File: src/rtl/muldiv_sequencer.sv
// ---------------------------------------------------------------------------
// muldiv_sequencer
//
// Iterative unsigned multiply / divide unit for a simple pipeline.  One
// operation is accepted from IDLE, runs for WIDTH single-cycle iterations
// (shift-add multiply or restoring divide), then presents its result for one
// DONE cycle before returning to IDLE.  Results hold until the next DONE.
//
// Ports
//   clk          single clock, rising-edge state updates
//   rst          asynchronous active-high reset
//   start        operation request, sampled on the rising edge of clk
//   control      op code: 4'b0010 multiply, 4'b0011 divide, others ignored
//   a, b         operands (multiplicand/multiplier or dividend/divisor)
//   busy         high whenever the sequencer is not IDLE (pipeline stall)
//   done         one-cycle result-valid pulse
//   op1          product low half or quotient
//   r15          product high half or remainder
//   div_by_zero  set when a divide was accepted with b == 0
// ---------------------------------------------------------------------------
module muldiv_sequencer #(
   parameter int WIDTH = 16
) (
   input  logic             clk,
   input  logic             rst,
   input  logic             start,
   input  logic [3:0]       control,
   input  logic [WIDTH-1:0] a,
   input  logic [WIDTH-1:0] b,
   output logic             busy,
   output logic             done,
   output logic [WIDTH-1:0] op1,
   output logic [WIDTH-1:0] r15,
   output logic             div_by_zero
);

   localparam int CW = $clog2(WIDTH) + 1;
   localparam logic [3:0]    OP_MUL    = 4'b0010;
   localparam logic [3:0]    OP_DIV    = 4'b0011;
   localparam logic [CW-1:0] LAST_ITER = CW'(WIDTH - 1);

   typedef enum logic [1:0] {
      IDLE,
      MUL,
      DIV,
      DONE
   } state_t;

   state_t           state_q, state_d;
   logic [CW-1:0]    cnt_q,   cnt_d;
   logic [WIDTH-1:0] a_q,     a_d;
   logic [WIDTH-1:0] b_q,     b_d;
   logic [3:0]       ctrl_q,  ctrl_d;
   // hi/lo form the working register pair shared by both operations:
   //   multiply: {hi, lo} is the running product, lo starts as the multiplier
   //   divide:   hi is the partial remainder, lo shifts dividend out / quotient in
   logic [WIDTH-1:0] hi_q,    hi_d;
   logic [WIDTH-1:0] lo_q,    lo_d;
   logic [WIDTH-1:0] op1_q,   op1_d;
   logic [WIDTH-1:0] r15_q,   r15_d;
   logic             dbz_q,   dbz_d;
   logic             busy_q,  busy_d;
   logic             done_q,  done_d;

   logic [WIDTH:0]   mul_sum;
   logic [WIDTH:0]   div_shift;
   logic [WIDTH:0]   div_diff;
   logic             div_fits;

   // Datapath for a single iteration of either algorithm.
   always_comb begin
      mul_sum   = {1'b0, hi_q} + {1'b0, (lo_q[0] ? a_q : {WIDTH{1'b0}})};
      div_shift = {hi_q, lo_q[WIDTH-1]};
      div_diff  = div_shift - {1'b0, b_q};
      div_fits  = (div_shift >= {1'b0, b_q});
   end

   // Next-state and next-output logic.  op1/r15 are only written on the
   // transition into DONE so partial values never reach the outputs.
   always_comb begin
      state_d = state_q;
      cnt_d   = cnt_q;
      a_d     = a_q;
      b_d     = b_q;
      ctrl_d  = ctrl_q;
      hi_d    = hi_q;
      lo_d    = lo_q;
      op1_d   = op1_q;
      r15_d   = r15_q;
      dbz_d   = dbz_q;

      case (state_q)
         IDLE: begin
            if (start && (control == OP_MUL || control == OP_DIV)) begin
               a_d    = a;
               b_d    = b;
               ctrl_d = control;
               cnt_d  = '0;
               dbz_d  = 1'b0;
               hi_d   = '0;
               lo_d   = (control == OP_MUL) ? b : a;
               state_d = (control == OP_MUL) ? MUL : DIV;
            end
         end

         MUL, DIV: begin
            if (state_q == DIV && b_q == '0) begin
               // Divide by zero skips the iterations entirely.
               state_d = DONE;
               op1_d   = '1;
               r15_d   = a_q;
               dbz_d   = 1'b1;
            end else begin
               if (ctrl_q == OP_DIV) begin
                  hi_d = div_fits ? div_diff[WIDTH-1:0] : div_shift[WIDTH-1:0];
                  lo_d = {lo_q[WIDTH-2:0], div_fits};
               end else begin
                  hi_d = mul_sum[WIDTH:1];
                  lo_d = {mul_sum[0], lo_q[WIDTH-1:1]};
               end
               cnt_d = cnt_q + CW'(1);
               if (cnt_q == LAST_ITER) begin
                  state_d = DONE;
                  op1_d   = lo_d;
                  r15_d   = hi_d;
               end
            end
         end

         DONE: begin
            state_d = IDLE;
         end

         default: begin
            state_d = IDLE;
         end
      endcase

      busy_d = (state_d != IDLE);
      done_d = (state_d == DONE);
   end

   // All state and registered outputs; reset clears everything immediately.
   always_ff @(posedge clk or posedge rst) begin
      if (rst) begin
         state_q <= IDLE;
         cnt_q   <= '0;
         a_q     <= '0;
         b_q     <= '0;
         ctrl_q  <= '0;
         hi_q    <= '0;
         lo_q    <= '0;
         op1_q   <= '0;
         r15_q   <= '0;
         dbz_q   <= 1'b0;
         busy_q  <= 1'b0;
         done_q  <= 1'b0;
      end else begin
         state_q <= state_d;
         cnt_q   <= cnt_d;
         a_q     <= a_d;
         b_q     <= b_d;
         ctrl_q  <= ctrl_d;
         hi_q    <= hi_d;
         lo_q    <= lo_d;
         op1_q   <= op1_d;
         r15_q   <= r15_d;
         dbz_q   <= dbz_d;
         busy_q  <= busy_d;
         done_q  <= done_d;
      end
   end

   assign busy        = busy_q;
   assign done        = done_q;
   assign op1         = op1_q;
   assign r15         = r15_q;
   assign div_by_zero = dbz_q;

endmodule
File: config.mk
export PLATFORM = sky130hd
export DESIGN_NAME = muldiv_sequencer
export DESIGN_NICKNAME = d
export VERILOG_FILES = /design/src/rtl/muldiv_sequencer.sv
export SDC_FILE = /design/constraint.sdc
export NUM_CORES = 1
export LEC_CHECK = 0
export ABC_AREA = 1
export CAP_MARGIN = 0
export CORE_MARGIN = 2
export CORE_UTILIZATION = 45
export CTS_CLUSTER_DIAMETER = 100
export DETAILED_ROUTE_END_ITERATION = 12
export GPL_TIMING_DRIVEN = 1
export PLACE_DENSITY = 0.65
export SLEW_MARGIN = 25
export SYNTH_ARGS = -nofsm -noshare
export SYNTH_HDL_FRONTEND = slang
export SYNTH_SLANG_ARGS = --single-unit
File: constraint.sdc
create_clock -name clk -period 4.3 [get_ports clk]
set_input_delay 0.86 -clock clk [delete_from_list [all_inputs] [get_ports clk]]
set_output_delay 0.86 -clock clk [all_outputs]
set_load 0.1 [all_outputs]
# Word level (Yosys, flattened, before mapping)
# Cells that the tools add are included.
[op_classes] mux=26 n_addsub=3 magnitude_cmp=1 eq_ne=11 reduce_logical=13
[ops] cell="two-way mux 16 bit" count=13
[ops] cell="one-hot mux 16 bit (2 select lines)" count=2
[ops] cell="adder 16 x 16 -> 17 bit" count=1
[ops] cell="greater-or-equal comparator 17 x 16 -> 1 bit" count=1
[ops] cell="logical NOT 16 bit" count=1
[ops] cell="subtractor 16 bit" count=1
[ops] cell="== test 4 x 2 -> 1 bit (second input constant)" count=3
[ops] cell="two-way mux 5 bit" count=2
[ops] cell="one-hot mux 5 bit (2 select lines)" count=1
[ops] cell="two-way mux 2 bit" count=4
[ops] cell="== test 2 bit (second input constant)" count=3
[ops] cell="inequality test 2 bit (second input constant)" count=3
[ops] cell="one-hot mux 2 bit (3 select lines)" count=1
[ops] cell="AND reduction 3 bit" count=2
[ops] cell="nonzero test 2 bit" count=3
[ops] cell="adder 5 x 1 -> 5 bit (second input constant)" count=1
[ops] cell="== test 5 x 4 -> 1 bit (second input constant)" count=1
[ops] cell="AND reduction 2 bit" count=2
[ops] cell="== test 2 x 1 -> 1 bit (second input constant)" count=1
[ops] cell="logical AND 1 bit" count=2
[ops] cell="logical NOT 2 bit" count=1
[ops] cell="two-way mux 1 bit" count=2
[ops] cell="one-hot mux 1 bit (2 select lines)" count=1
[ops] cell="OR reduction 2 bit" count=1
[ops] cell="logical OR 1 bit" count=1
[word_totals] ff_bits=110 elab_cells=66 input_bits=39

# Longest topological paths before layout
[depth] depth_word=6 depth_mapped=19 mapped_depth_nobuf=17

# Least setup slack after synthesis
# No wires, ideal clock.
[synth_timing] kind="register -> register" from="reg lo_q[0]" to="reg r15_q[13], in the netlist r15[13]" slack_ns=1.851 path_stages_with_launch=20 t_arrival_ns=2.330 setup_ns=0.120 t_required_ns=4.180 cell_sequence="dfrtp_1 -> clkbuf_1 -> clkbuf_1 -> nand2_1 -> inv_1 -> ha_1 -> inv_1 -> fa_1 -> inv_1 -> nand3_1 -> nand2_1 -> nand2_1 -> nand2_1 -> nand3_1 -> nand2_1 -> nand2_1 -> nand3_1 -> nand3_1 -> nand2_1 -> nand2_1"
[synth_between] elab_chain_len=5
[synth_lines] element="start: declaration" line="58" rtl="logic [WIDTH-1:0] lo_q, lo_d;"
[synth_lines] element="start signal: assignment" line="165" rtl="lo_q <= lo_d;"
[synth_lines] element="two-way mux 16 bit" line="72" rtl="mul_sum = {1'b0, hi_q} + {1'b0, (lo_q[0] ? a_q : {WIDTH{1'b0}})};"
[synth_lines] element="adder 16 x 16 -> 17 bit" line="72"
[synth_lines] element="two-way mux 16 bit" line="114" rtl="if (ctrl_q == OP_DIV) begin"
[synth_lines] element="two-way mux 16 bit" line="122" rtl="if (cnt_q == LAST_ITER) begin"
[synth_lines] element="two-way mux 16 bit" line="107" rtl="if (state_q == DIV && b_q == '0) begin"
[synth_lines] element="end signal: assignment" line="167" rtl="r15_q <= r15_d;"
[synth_lines] element="end: declaration" line="60" rtl="logic [WIDTH-1:0] r15_q, r15_d;"
# No other way between the ends. The select of a mux whose other input is x is not followed.
# A chain may end at the register's enable or synchronous reset.

# Worst setup path after layout
# Same ends and word-level chain as after synthesis.

==> metrics.sh <==
OUTCOME='finished, final reports clean'
DESIGN.FINAL.NETS=1210
YS_TOP_CELLS_BY_AREA='dfrtp_1 (36%), nand2_1 (17%), inv_1 (7.5%)'
DIE-WIDTH_UM=134
CRITICAL_PATH.ENDPOINT_TYPE='register'
WORST-R2R-CELL-COUNT=17
WORST_SLEW_PIN_SLEW_PS=1000
GP_CONGESTION=0.934
YOSYS_WARNINGS=0
ROUTE.ANTENNA.REMAINING_NETS=0
YS_SEQ_AREA_FRAC=0.362
LAYOUT_COMMON_CELLS='nand2_1 (335), inv_1 (150), dfrtp_1 (110), o21ai_0 (90), nand3_1 (88)'
LAYOUT_WORST_PATH_CYCLE_SHARE=0.657
GRT_OVERFLOW_TOTAL=0
HOLD_WS_PS=474
CTS-BUFFERS-INSERTED=9
PRECTSSETUPSLACK_PS=1420
PLACE.DETAILED.HPWL_UM=17900
DIE_AREA_UM2=17900
HTREE_LEVELS=3
CLKSLEWWORSTSETUPHOLDPATHS_PS=80
REG2REG_FROM='lo_q[0]'
FIN_TOTAL_PWR_uW=6490
DRIVE_GT1_FRAC=0.0738
SYNTH_EDF_COUNT=0
AREAGROWTHSYNTHTOFINISH_PCT=15.0
YOSYSTOPAREACELLSHARE=0.362
CRIT_ARRIVAL_PS=3090
BUFFER_PORTS.INSERTED=73
DR_TOTAL_VIAS=7247
IOS=74
GRT_SETUP_UNREPAIRED='false'
CLOCK_SINK_COUNT=110
CTS_POST_SETUP_BUFFERS_INSERTED=0
CTS_ROOT_BUFFER='clkbuf_16'
CORE_UM2=16500
HOLD_PATH.CLASS='register to register'
MAX_CLOCK_FREQ_MHz=354
FINAL-SETUP-VIOL-COUNT=0
REG2REG_SLACK_PS=1470
CTS_RESIZED=0
FLOORPLAN.ROWS=47
FIN_WORST_SKEW_PS=10.8
GRT_PASS1_VIAS=6729
CRITPATHLAUNCHTYPE='register'
GRT_ANTENNA_BEFORE_REPAIR=0
YOSYS_REGISTER_BITS=110
LARGEST_NET_DEGREE_AT_THE_START_OF_GLOBAL_ROUTING=73
LAYOUT_SETUP_WS_PS=1470
WORSTPATHMAXFANOUT=18
HOLD_PATH_END='ctrl_q[1]'
DETAIL_ROUTED_VIA_COUNT_PER_CELL=5.34
REG2REG_TO='r15[13]'
ANTENNA_DIODE_COUNT=0
SLEW_HEADROOM=0.330
PERIOD_MINUS_SLACK_PS=2830
POWER-PER-CELL-AREA_nW_PER_UM2=743
POST_SYNTHESIS_ASYNC_SET_OR_RESET_FLOP_SHARE=1.00
START_UTIL=0.460
SETUP-TNS-FINAL_PS=0
REPORTED_LEAKAGE_POWER_uW=0.00455
SYNTH.CELL_AREA_UM2=7590
MAXCAPVIOLATIONS=0
DIEHEIGHT_UM=134
NETLIST_INSTANCES=1084
CTS_TREE='done'
LAYOUT_COMMONEST_CELL='nand2_1'
DRT-INITIAL-DRC-COUNT=506
HOLD_VIO_CNT_FINAL=0
TRACK_USAGE=0.266
SYNTH_TOP_CELL_BY_AREA='dfrtp_1'
REQUIRED_PS=4560
ROUTED_WL_UM=23200
IR_WORST_VDD_mV=0.337
POSTSYNTH.TOPFLOPCELL='dfrtp_1'
CTS_HOLD_REPAIR.BUFFERS=0
CLOCK_LATENCY_PS=360
SYNTHESIS.NETS=1161
CTSLONGESTPATHBUFFERS=2
NETLIST-CELL-TYPE-COUNT=45
GLOBAL_ROUTE_WIRE_LENGTH_BEFORE_REPAIR_UM=37000
TIMING.HOLD.WORST.START='ctrl_q[1]'
DRT-WIRELENGTH-PER-CELL_UM=17.1
RESIDUAL_DRC_COUNT=0
TIMING.FINAL.MAX_SLEW_VIOLATIONS=0
DETAIL_ROUTE.FIRST_PASS.ITERATIONS=5
SYN_AREA_PER_CELL_UM2=7.01
WORST-SETUP-PATH-TYPE='register to register'
HOLDPATHSTAGES=1
[report_power, final]
part / switching (uW) / total, uW / internal [uW]
combinational: 2710 / 4000 / 1290
sequential: 276 / 1630 / 1350
clock: 437 / 861 / 425
[cell type report]
cell class                 instances  area (um2)
clock buffer                      10         239
clock inverter                     6        57.6
inverter                         159         602
tap                              220         275
timing repair buffer              77         773
sequential                       110        2750
fill                            1636        7790
multi-input combinational        776        4040
[synth_stat cells, types with 2 or more instances]
| cell type | n |
|---|---|
| nand4_1 | 9 |
| xnor2_1 | 4 |
| nand2_2 | 14 |
| o21ai_1 | 14 |
| inv_1 | 151 |
| nand3b_1 | 3 |
| a21oi_1 | 57 |
| buf_2 | 15 |
| o21ai_0 | 90 |
| o211ai_1 | 16 |
| ha_1 | 36 |
| inv_2 | 6 |
| and2_1 | 2 |
| nor3_2 | 2 |
| nand2_4 | 2 |
| nor2_1 | 44 |
| fa_1 | 2 |
| clkbuf_1 | 17 |
| nor2_4 | 2 |
| nand3_1 | 88 |
| xor2_1 | 5 |
| nand3_2 | 8 |
| nor2_2 | 3 |
| dfrtp_1 | 110 |
| o21ai_2 | 11 |
| nor3_1 | 5 |
| o21bai_1 | 3 |
| nand2_1 | 335 |
| or2_2 | 9 |
| buf_6 | 6 |
[worst max-delay path by stage]
| stage | start | to | slack (ps) | cells after the start |
|---|---|---|---|---|
| finish | lo_q[0] | r15[13] | 1470 | 17 |
| CTS | lo_q[0] | r15[13] | 1510 | 17 |
| detailed placement | control[1] | cnt_q[0] | 1420 | 10 |
| floorplan | rst | a_q[0] | 540 | 1 |
| global placement | control[1] | cnt_q[0] | 1450 | 10 |
| global route | lo_q[0] | r15[13] | 1220 | 17 |
[flip-flops by register name, summed over array words and instances (netlist names)]
register / flops
op1: 16
state_q: 2
done: 1
cnt_q: 5
b_q: 16
div_by_zero: 1
hi_q: 16
ctrl_q: 4
a_q: 16
busy: 1
lo_q: 16
r15: 16
[critical path, cell delays in order, from the launching register on]
cell and delay (ps):
dfrtp_1 720, nand2_1 100, inv_1 80, ha_1 170, inv_1 60, fa_1 410
inv_1 90, nand3_1 70, nand2_1 130, nand2_1 60, nand2_1 130, nand3_1 120
nand2_1 80, nand2_1 50, nand3_1 80, nand3_1 200, nand2_1 130, nand2_1 50
[per-stage QoR]
step / cells / cell area [um2] / util
6_report: 1358 / 8740 / 0.529
5_1_grt: 1358 / 8740 / 0.529
4_1_cts: 1358 / 8740 / 0.529
3_5_place_dp: 1342 / 8440 / 0.511
3_3_place_gp: 1342 / 8440 / 0.511
2_1_floorplan: 1084 / 7590 / -
[cells by family (layout without fill, tap and decap cells)]
kind of cell             Yosys count  after routing  synth area share
AND/OR/NAND/NOR                  532            532             0.312
buffers and inverters            198            252             0.107
AO/OA/AOI/OAI                    196            196             0.143
flip-flops                       110            110             0.362
adder cells (fa/ha/maj)           38             38            0.0646
XOR/XNOR                           9              9            0.0104
multiplexers                       1              1           0.00132
[metal layers]
layer	track usage	routed length (um)	vias up	part of all wire
li1	-	-	3575	-
met1	0.367	10500	3405	0.45
met2	0.433	11000	232	0.48
met3	0.0363	1100	35	0.047
met4	0.0887	565	0	0.024
met5	0	0	-	0
(Power assumes the default switching activity.)
==> edit 1: new RTL, config.mk and constraints unchanged <==
Register the input `a` before use. The logic sees it one clock later. The other inputs are not delayed to match.
--- a/src/rtl/muldiv_sequencer.sv
+++ b/src/rtl/muldiv_sequencer.sv
@@ -46,6 +46,12 @@
       DONE
    } state_t;
 
+   logic [WIDTH-1:0] a_r;
+
+   always_ff @(posedge clk) begin
+      a_r <= a;
+   end
+
    state_t           state_q, state_d;
    logic [CW-1:0]    cnt_q,   cnt_d;
    logic [WIDTH-1:0] a_q,     a_d;
@@ -92,13 +98,13 @@
       case (state_q)
          IDLE: begin
             if (start && (control == OP_MUL || control == OP_DIV)) begin
-               a_d    = a;
+               a_d    = a_r;
                b_d    = b;
                ctrl_d = control;
                cnt_d  = '0;
                dbz_d  = 1'b0;
                hi_d   = '0;
-               lo_d   = (control == OP_MUL) ? b : a;
+               lo_d   = (control == OP_MUL) ? b : a_r;
                state_d = (control == OP_MUL) ? MUL : DIV;
             end
          end
Formal check against the unedited RTL: not equivalent (Yosys sat finds a counterexample within 4 cycles, from zero or initial values and one cycle with rst high).
==> edit 1 against the unedited design <==
Power rose by 3.3%; sequential cell count rose by 16; cell area rose by 5.7%; sequential power rose by 9%; register-to-register slack improved by 80 ps; routed wire length rose by 1.5%; synthesized cell count barely moved; setup slack improved by 20 ps; synthesized area rose by 2.2%.
==> edit 1: results (changes against the unedited design) <==
critical path startpoint=op1[15]; vias=7367 (+1.7%); reg2reg path depth=12 (-5); Clock Skew=13.4 ps (+2.68 ps); initial antenna violation count=0 (unchanged); VDD IR max=0.000363 V (+7.7%); met1 GRT Util=0.368 (+0.000957); hold_ws=463 ps (-10.1 ps); end point of the worst hold path=a_q[1]; Global Route Usage Sum=0.271 (+0.00524); Fillers=1672 (+2.2%); ys async rst share=0.873 (-0.127); dpl cells=1350 (+0.60%); critical path's slowest cell=clkdlybuf4s50_1; Critical R2R Capture=r15[0]; family with the most delay on the worst path=buffers and inverters; wire length on met1=10.5 mm (+0.20%); Leakage=4.83 nW (+6.1%); met3 Use GR=0.0434 (+0.00712); cells after synthesis=1083 (-0.092%); CP peak stage delay=1140 ps (+420 ps); Reg-to-Reg Start=hi_q[10]; Worst EP arrival=1950 ps (-1140 ps); Yosys cell types=43 (-4.4%); post-CTS resize count=0 (unchanged); CP Max Fanout=2 (-16); synthesized-area fraction occupied by adder cells=0.0632 (-0.00142); Synth Area in XOR/XNOR=0.0113 (+0.000900); largest net degree at the start of global routing=64 (-12%); largest cells by area after synthesis=dfrtp_1 (35%), nand2_1 (17%), inv_1 (6.6%), ha_1 (5.8%), o21ai_0 (5.7%); met2 routed WL=11.1 mm (+0.61%); r2r setup slk=1550 ps (+80 ps); vias in the first global route=7185 (+6.8%); Hold Crit Depth=2 (+1); Post-Layout Cell Count=1382 (+1.8%); layout cells sized above 1=0.0596 (-0.0142); Nets=1221 (+0.91%); Worst Hold Launch=a_r[1]; met3 WL=1.29 mm (+18%); Post-DP Area=8650 µm² (+2.5%); compound-gate portion of the synthesized area=0.135 (-0.00747); pre-CTS WS=1450 ps (+36.6 ps); DRT Wirelength=23.5 mm (+1.5%); H-tree lvl count=4 (+1); HPWL Detailed=17.5 mm (-2.1%); first-pass GRT wire length=38.1 mm (+3.2%); Worst setup endpoint=op1[15]; clock-pin slew on the worst setup and hold paths=60 ps (-20 ps); Seq/Total Area, Yosys=0.396 (+0.0333); Clk Latency, worst-skew pair=430 ps (+70 ps); Slew @ Worst Pin=1020 ps (+22.1 ps); Synth top cells by count=nand2_1 (345), inv_1 (137), dfrtp_1 (110); met2 usage=0.442 (+0.00829); Fmax=0.356 GHz (+0.71%); status=complete, no violations; Iteration-0 DRC Markers=681 (+35%); gpl congestion=0.958 (+2.6%); cts bufs inserted=17 (+8); mux contribution to synthesized area=0.00129 (-0.0000289)
## edit 1: changes by cell type after synthesis, moves of 9 or more
cell	change
nand2_2	-12
o21ai_2	-10
nand2_1	+10
inv_1	-14
o21ai_1	+9
nor2_1	+12
dfxtp_1	+16
## edit 1: power by group
group	internal, mW	leakage [nW]	switching (mW)	total [mW]
Sequential	1.50	1.58	0.265	1.77
Combinational	1.14	2.97	2.38	3.52
Clock	0.830	0.285	0.592	1.42
Total	3.48	4.83	3.23	6.71
## edit 1: final cells by class
| class | count | area (µm²) | share of cell area |
|---|---|---|---|
| Tap cell | 225 | 282 | 0.0305 |
| Sequential cell | 126 | 3070 | 0.333 |
| Clock inverter | 12 | 93.8 | 0.0102 |
| Multi-Input combinational cell | 777 | 3970 | 0.429 |
| Clock buffer | 20 | 489 | 0.0530 |
| Timing Repair Buffer | 80 | 796 | 0.0861 |
| Inverter | 142 | 538 | 0.0582 |
## edit 1: tightest hold or removal path, stage by stage (launching register included)
cell and delay, ps:
dfxtp_1 320, nand2_1 50, o21ai_0 60
==> edit 2: new RTL, same settings <==
Made on the original files. Set the parameter `WIDTH` to 8 (it was 16).
--- a/src/rtl/muldiv_sequencer.sv
+++ b/src/rtl/muldiv_sequencer.sv
@@ -19,7 +19,7 @@
 //   div_by_zero  set when a divide was accepted with b == 0
 // ---------------------------------------------------------------------------
 module muldiv_sequencer #(
-   parameter int WIDTH = 16
+   parameter int WIDTH = 8
 ) (
    input  logic             clk,
    input  logic             rst,
Ports: changed (resized a, b, op1 and r15); port bits go from 74 to 42. The function was not compared with the original's and may differ.
==> edit 2 against the unedited design <==
Synthesized area down 48%; setup slack better by 120 ps; routed wire length down 57%; power down 42%; cell area down 47%; critical path depth down 16; non-clock buffer count down 35; via count down 51%; first-iteration DRC count down 61%; hold slack better by 3.5 ps; clock power down 34%; sequential power down 41%; sequential cell count down 49; combinational power down 44%; largest power group unchanged; highest routed layer unchanged.
==> edit 2: results (changes against the unedited design) <==
Iteration-0 DRC Markers=198 (-61%); synthesized flop and latch total=61 (-45%); FP Rows=34 (-28%); DR vias/cell=5.26 (-1.4%); mux contribution to synthesized area=0.00253 (+0.00122); vias in the first global route=3341 (-50%); Routed wire per std cell=14.6 µm (-14%); Leakage=2.45 nW (-46%); Nets=610 (-50%); Synth top cells by count=nand2_1 (146), inv_1 (70), dfrtp_1 (61); combinational share of power=0.596 (-0.021); Mapped Nets=570 (-51%); Clock Skew=11.5 ps (+0.710 ps); critical path's slowest cell=clkdlybuf4s50_1; synthesized-area fraction occupied by adder cells=0.0703 (+0.00574); largest cells by area after synthesis=dfrtp_1 (39%), nand2_1 (14%), inv_1 (6.7%), ha_1 (6.0%), nand3_1 (5.3%); syn avg cell area=7.51 µm² (+7.2%); Clock buffer cells=11 (+1); Clk Latency, worst-skew pair=340 ps (-20 ps); VDD IR max=0.000401 V (+19%); CP Max Fanout=2 (-16); CTS Root Buffer Type=clkbuf_8; Multi-In Gates=377 (-51%); Synth Area in XOR/XNOR=0.0200 (+0.00958); Clock-cell share=0.0466 (+0.0127); dpl cells=663 (-51%); Layout non-clock buf frac=0.0900 (+0.00150); Seq. pwr=0.960 mW (-41%); largest net degree at the start of global routing=37 (-49%); Fillers=859 (-47%); status=complete, no violations; Psw=1.96 mW (-43%); multi-input logic area=2060 µm² (-49%); Sequential Area=1530 µm² (-45%); family with the most delay on the worst path=buffers and inverters; IO Port Bufs=41 (-44%); HPWL Detailed=7.68 mm (-57%); Global Route Usage Sum=0.219 (-0.0472); Seq/Total Area, Yosys=0.386 (+0.0240); compound-gate portion of the synthesized area=0.114 (-0.0288); DRT Wirelength=9.94 mm (-57%); inverter count=75 (-53%); pre-CTS WS=1340 ps (-73.0 ps)
[edit 2: cell types whose count changed after synthesis, sizes merged, moves of 37 or more]
| cell | delta |
|---|---|
| nand2 | -202 |
| o21ai | -77 |
| dfrtp | -49 |
| nand3 | -51 |
| inv | -83 |
| a21oi | -37 |
[edit 2: routing by layer]
layer | GRT usage | share of wire
met4 | 0.0823 | 0.020
met3 | 0.0295 | 0.044
met5 | 0 | 0
met2 | 0.355 | 0.47
met1 | 0.299 | 0.47
[edit 2: worst paths after layout]
kind,cells after the start,end,slack (ps),start
worst max register to register,12,hi_q[4],1900,state_q[1]
min in group asynchronous,2,done,890,rst
max in group asynchronous,3,r15[5],2520,rst
worst min register to register,2,ctrl_q[2],480,ctrl_q[2]
worst max-delay path,1,op1[4],1590,op1[4]
worst min-delay path,2,ctrl_q[2],480,ctrl_q[2]
[edit 2: worst reg2reg max path, delay by kind of cell, from the launching register on]
kind,cells,cell delay (ps)
flops,1,380
fa+ha+maj,1,610
simple gates,5,500
compound gates,1,60
buf+inv,5,770
